[src/rtl/clk_freq_meter.sv]
// rtl/clk_freq_meter.sv - gated rising-edge counter and edge-to-edge period meter for a slow clock or tick
module clk_freq_meter #(
  parameter int BOARD_CLK   = 100000000,
  parameter int GATE_CYCLES = BOARD_CLK,
  parameter int CNT_W       = 32
) (
  input  logic             clk_in,
  input  logic             reset_n,
  input  logic             enable,
  input  logic             sig_in,
  output logic [CNT_W-1:0] freq_cnt,
  output logic [CNT_W-1:0] period,
  output logic             meas_valid,
  output logic             overflow,
  output logic             no_signal
);

  localparam int                GATE_W    = (GATE_CYCLES > 1) ? $clog2(GATE_CYCLES) : 1;
  localparam logic [GATE_W-1:0] GATE_LAST = GATE_W'(GATE_CYCLES - 1);
  localparam logic [CNT_W-1:0]  CNT_MAX   = '1;

  typedef enum logic {IDLE, GATE} state_t;

  state_t            state;
  logic              s1, s2, s3;
  logic [GATE_W-1:0] gate_cnt;
  logic [CNT_W-1:0]  edge_cnt;
  logic [CNT_W-1:0]  per_cnt;
  logic              sat;
  logic              armed;

  logic              edge_det;
  logic              terminal;
  logic [CNT_W-1:0]  edge_cnt_nxt;
  logic              sat_nxt;
  logic [CNT_W-1:0]  per_cnt_inc;

  assign edge_det    = s2 & ~s3;
  assign terminal    = (gate_cnt == GATE_LAST);
  assign per_cnt_inc = (per_cnt == CNT_MAX) ? CNT_MAX : per_cnt + CNT_W'(1);

  // Count including the current cycle's edge, so the terminal cycle's edge lands in the closing window.
  always_comb begin
    edge_cnt_nxt = edge_cnt;
    sat_nxt      = sat;
    if (edge_det) begin
      if (edge_cnt == CNT_MAX) sat_nxt = 1'b1;
      else                     edge_cnt_nxt = edge_cnt + CNT_W'(1);
    end
  end

  always_ff @(posedge clk_in or negedge reset_n) begin
    if (!reset_n) begin
      s1         <= 1'b0;
      s2         <= 1'b0;
      s3         <= 1'b0;
      state      <= IDLE;
      gate_cnt   <= '0;
      edge_cnt   <= '0;
      per_cnt    <= '0;
      sat        <= 1'b0;
      armed      <= 1'b0;
      freq_cnt   <= '0;
      period     <= '0;
      meas_valid <= 1'b0;
      overflow   <= 1'b0;
      no_signal  <= 1'b0;
    end else begin
      s1         <= sig_in;
      s2         <= s1;
      s3         <= s2;
      meas_valid <= 1'b0;
      case (state)
        IDLE: begin
          gate_cnt <= '0;
          edge_cnt <= '0;
          per_cnt  <= '0;
          sat      <= 1'b0;
          armed    <= 1'b0;
          if (enable) state <= GATE;
        end
        GATE: begin
          if (!enable) begin
            // Abandon the partial window; published results keep their last values.
            state    <= IDLE;
            gate_cnt <= '0;
            edge_cnt <= '0;
            per_cnt  <= '0;
            sat      <= 1'b0;
            armed    <= 1'b0;
          end else begin
            if (edge_det) begin
              if (armed) period <= per_cnt_inc;
              per_cnt <= '0;
              armed   <= 1'b1;
            end else begin
              per_cnt <= per_cnt_inc;
            end
            if (terminal) begin
              freq_cnt   <= edge_cnt_nxt;
              overflow   <= sat_nxt;
              no_signal  <= (edge_cnt_nxt == '0);
              meas_valid <= 1'b1;
              gate_cnt   <= '0;
              edge_cnt   <= '0;
              sat        <= 1'b0;
            end else begin
              gate_cnt <= gate_cnt + GATE_W'(1);
              edge_cnt <= edge_cnt_nxt;
              sat      <= sat_nxt;
            end
          end
        end
        default: state <= IDLE;
      endcase
    end
  end

endmodule

[config.mk]
export PLATFORM = sky130hd
export DESIGN_NAME = clk_freq_meter
export DESIGN_NICKNAME = d
export VERILOG_FILES = /design/src/rtl/clk_freq_meter.sv
export SDC_FILE = /design/constraint.sdc
export NUM_CORES = 1
export LEC_CHECK = 0
export BUFFER_PORTS_ARGS = -buffer_cell sky130_fd_sc_hd__buf_2
export CORE_ASPECT_RATIO = 1.4
export CORE_MARGIN = 3
export CORE_UTILIZATION = 40
export CTS_CLUSTER_SIZE = 8
export DETAILED_ROUTE_END_ITERATION = 8
export GPL_ROUTABILITY_DRIVEN = 0
export GPL_TIMING_DRIVEN = 0
export PLACE_DENSITY_LB_ADDON = 0.12
export SYNTH_ARGS = -nofsm -noshare
export SYNTH_HDL_FRONTEND = slang
export SYNTH_SLANG_ARGS = --single-unit
[constraint.sdc]
create_clock -name clk_in -period 3.4 [get_ports clk_in]
set_clock_uncertainty 0.05 [all_clocks]
set_input_delay 0.68 -clock clk_in [delete_from_list [all_inputs] [get_ports clk_in]]
set_output_delay 0.68 -clock clk_in [all_outputs]
set_load 0.005 [all_outputs]
==> results of run 1 <==
[registers in the layout, summed over array words and instances (netlist names)]
name	flops
s1	1
freq_cnt	32
per_cnt	32
meas_valid	1
overflow	1
no_signal	1
edge_cnt	32
sat	1
period	32
gate_cnt	27
armed	1
s2	1
s3	1
state	1
[cells in the mapped netlist, types with 17 or more instances]
cell type,n
and3_1,17
clkbuf_1,22
dfrtp_1,164
nand2_1,114
nand3_1,37
nand4_1,25
nor2_1,143
o21ai_0,70
xnor2_1,40
xor2_1,40
[cells in the final DEF, fill, tap and decap left out, types with 17 or more instances in the layout]
master       n
dfrtp_1    164
nor2_1     143
nand2_1    114
buf_2       72
o21ai_0     70
xnor2_1     40
xor2_1      40
nand3_1     37
nand4_1     25
clkbuf_1    24
and3_1      17
clkbuf_16   17
[final cells by class]
cell class	instances	area (µm²)	share of cell area
flip-flops and latches	164	4100	0.472
multi-input cells	576	3180	0.366
clock buffers	23	488	0.0561
repair buffers	71	388	0.0446
well taps	240	300	0.0345
plain buffers	29	139	0.0160
clock inverters	9	72.6	0.00835
inverters	6	22.5	0.00259
[final timing paths]
kind                                          end  slack [ns]                    from
max                         no_signal$_DFFE_PN0P_        0.37  edge_cnt[11]$_DFF_PN0_
min                        period[25]$_DFFE_PN0P_        0.07                 reset_n
max reg2reg                 no_signal$_DFFE_PN0P_        0.37  edge_cnt[11]$_DFF_PN0_
min reg2reg                          s2$_DFF_PN0_        0.32            s1$_DFF_PN0_
max in group asynchronous   period[2]$_DFFE_PN0P_        2.32                 reset_n
min in group clk_in                  s1$_DFF_PN0_        0.31                  sig_in
[metal layers]
| metal | vias to the layer above | part of all wire |
|---|---|---|
| li1 | 2811 | - |
| met1 | 2784 | 0.45 |
| met2 | 104 | 0.51 |
| met3 | 16 | 0.032 |
| met4 | 0 | 0.014 |
| met5 | - | 0 |
[power groups by stage]
stage	registers (µW)	clock network, µW	logic (µW)
4_1_cts	1960	1850	89.6
3_3_place_gp	2000	0	82.1
5_1_grt	1960	1940	99.7
2_1_floorplan	2000	0	27.3
3_5_place_dp	2000	0	89.3
6_report	1970	1810	84.6
[cell families after synthesis]
family                     count (synthesis)
AOI/OAI and AO/OA                         91
and+or+nand+nor                          394
xor gates and xnor gates                  80
buffers and inverters                     35
DFF                                      164
adders and majority gates                  3
muxes                                      8
[metrics by stage]
step | utilization | cell area, µm² | setup WS [ns] | setup TNS [ns]
after floorplan | - | 7450 | 0.812 | 0
after global placement | 0.446 | 8100 | -0.861 | -138.68
after detailed placement | 0.448 | 8140 | 0.365 | 0
after CTS | 0.479 | 8700 | 0.348 | 0
after global routing | 0.479 | 8700 | 0.120 | 0
final | 0.479 | 8700 | 0.365 | 0
==> run metrics, run 1 <==
Clock Latency Late Sink=0.43 ns; routed len/inst=15.2 µm; Core Box Area=0.0181 mm²; first-iteration detailed-routing DRC count=379; syn_nets=782; async set-or-reset flop fraction in the synthesized netlist=1.00; Reg2Reg Depth=8; Simple-Gate Fraction of Synth Area=0.248; Final period util=0.893; antenna-violating nets left=0; GRT busiest layer=met2; met3 GRT Util=0.0331; Post-Route WL=17.0 mm; synthesis-to-layout area growth=16.8%; Non-Filler Instances=1118; post-synthesis compound-gate area fraction=0.0687; GRT overflow=0; layout cells sized above 1=0.146; Power Total=3860 µW; hold slack=0.0706 ns; Crit path depth=8; clock slew at reported path FFs=0.06 ns; final hold vios=0; DP Cell Count=1086; internal power=2990 µW; Flop pwr share=0.510; xor and xnor area share after synthesis=0.0941; CTS tree=yes; Worst VDD drop=378 µV; area share of the largest cell type after synthesis=0.551; Slew headroom=0.562; Mapped Area=0.00745 mm²; Max Clk Rate=0.330 GHz; synth unique cells=51; fin nets=872; Post-CTS Setup Repair Bufs=0; Mapped Cells=775; mux cell area share after synthesis=0.0109; first-pass GRT wire length=29.2 mm; number of placement rows=58; Fill cells=1798; root buf cell=clkbuf_16; Yosys reg bits=164; run status=complete, no violations; CTS Sinks=164; Worst setup EP type=register; Syn. warnings=0; kind of cell adding the most delay to the critical path=simple AND/OR/NAND/NOR gates; crit path max fanout=8; worst slew pin tran=0.657 ns; MaxCap Viol Count=0; kind of critical path=register to register; vias in the first global route=5899; Synth Area in Adders=0.00504; Synth Flop Type=dfrtp_1; WP data arrival=3.34 ns; total number of vias=5715; RSZ-0062 raised after global routing=no; worst path required time=3.70 ns; TritonCTS buffer count=17; met2 usage=0.305; Die Wd=121 µm; antenna diode instance count=0; most used cell, CP=nand4_1; Synth area leaders=dfrtp_1 55%, nor2_1 7.2%, nand2_1 5.7%; PortBufs=70; Net Sw Frac=0.223; Synth area leader=dfrtp_1; Net Sw Power=861 µW; DIE HEIGHT=167 µm; combinational power share=0.022; CP Launch Type=register; Min Clock Period, post-route=3.03 ns; drt pass-1 iters=5; io pins=71; Post-synth EDFFs=0; Setup Viol. Count Final=0; largest net degree at the start of global routing=127; Clock power frac=0.468; Initial Utilization=0.410; grt met1 use=0.224; vias per cell=5.11; CP max stage cell=or4_4; cts hold-fix bufs=0; worst stage delay on the critical path=0.58 ns; Slew Viols, Final=0; Synth Area per Inst=9.61 µm²; main combinational cell family by area after synthesis=simple AND/OR/NAND/NOR gates; Leakage=0.00389 µW; GRT Overall Usage=0.176; Hold Crit Class=input pin to async pin; cell chain of the critical path=nand4_4 -> or4_4 -> a211oi_4 -> nand4_1 -> xor2_1 -> nand4_1 -> or4_1 -> o21ai_1; Remaining DRCs=0; Bufs on Longest Clock Path=2; H-Tree Depth=4; DIE AREA=0.0203 mm²; initial antenna violation count=0; sequential element share of the synthesized area=0.551; detailed placer's ending HPWL=12.4 mm; CP Buf/Inv Count=0; post-cts sizing count=0; power density cells=443 mW/mm²
Power figures use the tool's default switching activity.
==> run 2: changes to the inputs <==
--- a/config.mk
+++ b/config.mk
@@ -6,14 +6,15 @@
 export NUM_CORES = 1
 export LEC_CHECK = 0
 export BUFFER_PORTS_ARGS = -buffer_cell sky130_fd_sc_hd__buf_2
+export CAP_MARGIN = 0
 export CORE_ASPECT_RATIO = 1.4
-export CORE_MARGIN = 3
 export CORE_UTILIZATION = 40
 export CTS_CLUSTER_SIZE = 8
 export DETAILED_ROUTE_END_ITERATION = 8
 export GPL_ROUTABILITY_DRIVEN = 0
 export GPL_TIMING_DRIVEN = 0
 export PLACE_DENSITY_LB_ADDON = 0.12
+export RECOVER_POWER = 100
 export SYNTH_ARGS = -nofsm -noshare
 export SYNTH_HDL_FRONTEND = slang
 export SYNTH_SLANG_ARGS = --single-unit
==> run 2 against run 1 <==
Against the previous run:
- the run now ends with capacitance limit, slew limit left
- flip-flop and latch count unchanged
- wire length shrank 0.61%
- cell area down 0.12%
- register-to-register slack got worse by 0.08 ns
- cell count unchanged
- worst hold slack gained 0.24 ns
- critical endpoint unchanged
- critical path type unchanged
- sequential share of layout area rose by 0.054 points
- sequential power about the same
==> run metrics, run 2 (synthesized netlist as in run 1, its figures left out) <==
run status=complete, but fails checks; failing checks=capacitance limit, slew limit; Post-CTS Setup Repair Bufs=0 (unchanged); kind of cell adding the most delay to the critical path=simple AND/OR/NAND/NOR gates; synthesis-to-layout area growth=16.6%; antenna diode instance count=0 (unchanged); drt pass-1 iters=4 (-1); met3 wire length=518 µm (-4.4%); Worst VDD drop=266 µV (-30%); largest net degree at the start of global routing=124 (-2.4%); crit path to=no_signal$_DFFE_PN0P_; CP max stage cell=a211oi_1; Reg2Reg Depth=8 (unchanged); Power Total=3990 µW (+3.5%); detailed placer's ending HPWL=12.3 mm (-0.85%); Hold Crit Class=input pin to register; DP Cell Count=1086 (unchanged); most frequent cells in the layout=164 x dfrtp_1, 143 x nor2_1, 114 x nand2_1, 72 x o21ai_0, 48 x clkbuf_1; root buf cell=clkbuf_16; antenna-violating nets left=0 (unchanged); number of placement rows=58 (unchanged); initial antenna violation count=0 (unchanged); Setup Viol. Count Final=0 (unchanged); reg2reg end=no_signal$_DFFE_PN0P_; Post-Route WL=16.9 mm (-0.61%); Bufs on Longest Clock Path=2 (unchanged); Leakage=0.00378 µW (-2.8%); worst slew pin tran=2.25 ns (+1.59 ns); layout cells sized above 1=0.116 (-0.0296); GRT Overall Usage=0.189 (+0.0123); MaxCap Viol Count=1 (+1); setup slack after placement=0.324 ns (-0.0404 ns); cts hold-fix bufs=0 (unchanged); cell area after layout=0.00869 mm² (-0.12%); r2r setup slk=0.29 ns (-0.08 ns); commonest non-fill, non-tap cell in the layout=dfrtp_1; io pins=71 (unchanged); first-pass GRT wire length=28.7 mm (-1.6%); final hold vios=0 (unchanged); Clock Latency Late Sink=0.42 ns (about the same); vias per cell=5.16 (+0.91%); Die Wd=117 µm (-3.3%); WP data arrival=3.41 ns (+0.07 ns); worst stage delay on the critical path=0.57 ns (about the same); cell chain of the critical path=ha_1 -> nand3_1 -> or4_1 -> a211oi_1 -> xnor2_1 -> nand4_1 -> or4_1 -> o21ai_0; Slew headroom=-0.500 (-1.06); Slew Viols, Final=42 (+42); TritonCTS buffer count=17 (unchanged); kind of critical path=register to register; Final period util=0.916 (+0.0236); final setup margin=0.285 ns (-0.0802 ns); total number of vias=5767 (+0.91%); Hold Path Depth=1; Non-Filler Instances=1118 (unchanged); Min Clock Period, post-route=3.11 ns (+0.0802 ns); Initial Utilization=0.412 (+0.00165); GRT overflow=0 (unchanged); DIE AREA=0.0192 mm² (-5.6%); Max Clk Rate=0.321 GHz (-2.6%); clock slew at reported path FFs=0.06 ns (about the same); routed len/inst=15.1 µm (-0.61%); CTS Sinks=164 (unchanged); M1 wire length=7.41 mm (-2.4%); Core Box Area=0.0181 mm² (-0.40%); CP Buf/Inv Count=0 (unchanged); Crit path depth=8 (unchanged); hold slack=0.308 ns (+0.238 ns); DR top layer=met4; Crit. Startpoint=edge_cnt[0]$_DFF_PN0_; CP Launch Type=register; Crit Reg-Reg Startpoint=edge_cnt[0]$_DFF_PN0_; DP Area=0.00814 mm² (unchanged); first-iteration detailed-routing DRC count=343 (-9.5%); H-Tree Depth=4 (unchanged); PortBufs=70 (unchanged); DIE HEIGHT=163 µm (-2.4%); Fill cells=1743 (-3.1%); post-cts sizing count=0 (unchanged); most used cell, CP=or4_1; met2 WL=8.70 mm (+0.64%); RSZ-0062 raised after global routing=no; crit path max fanout=6 (-2); CTS tree=yes; fin nets=872 (unchanged); worst path required time=3.69 ns (about the same); Worst setup EP type=register; Remaining DRCs=0 (unchanged); power density cells=459 mW/mm² (+3.6%); vias in the first global route=5875 (-0.41%)
run 2: changes by cell type in the layout (fill, tap and decap cells not counted), sizes merged:
cell and change:
bufinv +2, buf -26, clkbuf +22, clkinv -2, clkinvlp +2, inv +2
run 2: how the worst min path moves through the flow:
stage	start	endpoint	slack [ns]
2_1_floorplan	s1$_DFF_PN0_	s2$_DFF_PN0_	0.28
3_3_place_gp	s1$_DFF_PN0_	s2$_DFF_PN0_	0.30
3_5_place_dp	s1$_DFF_PN0_	s2$_DFF_PN0_	0.31
4_1_cts	reset_n	period[26]$_DFFE_PN0P_	0.08
5_1_grt	sig_in	s1$_DFF_PN0_	0.30
6_report	sig_in	s1$_DFF_PN0_	0.31
run 2: area by class of cell:
cell class              count  area [µm²]  share of cell area
flip-flops and latches    164        4100               0.472
multi-input cells         576        3180               0.366
clock buffers              19         453              0.0521
repair buffers             71         344              0.0396
well taps                 240         300              0.0346
clock inverters            13         149              0.0171
plain buffers              29         131              0.0151
inverters                   6        22.5             0.00259
run 2: where the power goes:
group	switching (µW)	total [µW]	leakage (µW)	internal, µW
clock	811	1940	0.000285	1130
sequential	6.11	1960	0.00228	1960
combinational	67.8	82.2	0.00122	14.4
total	885	3990	0.00378	3100
run 2: layer usage:
| layer | vias to the layer above | global-route usage |
|---|---|---|
| li1 | 2801 | - |
| met3 | 19 | 0.0346 |
| met4 | 0 | 0.0850 |
| met2 | 120 | 0.335 |
| met5 | - | 0 |
| met1 | 2827 | 0.221 |
run 2: through the flow:
stage / utilization / setup TNS [ns]
after global placement: 0.448 / -137.09
after CTS: 0.484 / 0
after floorplan: - / 0
after detailed placement: 0.450 / 0
final: 0.481 / 0
after global routing: 0.481 / 0
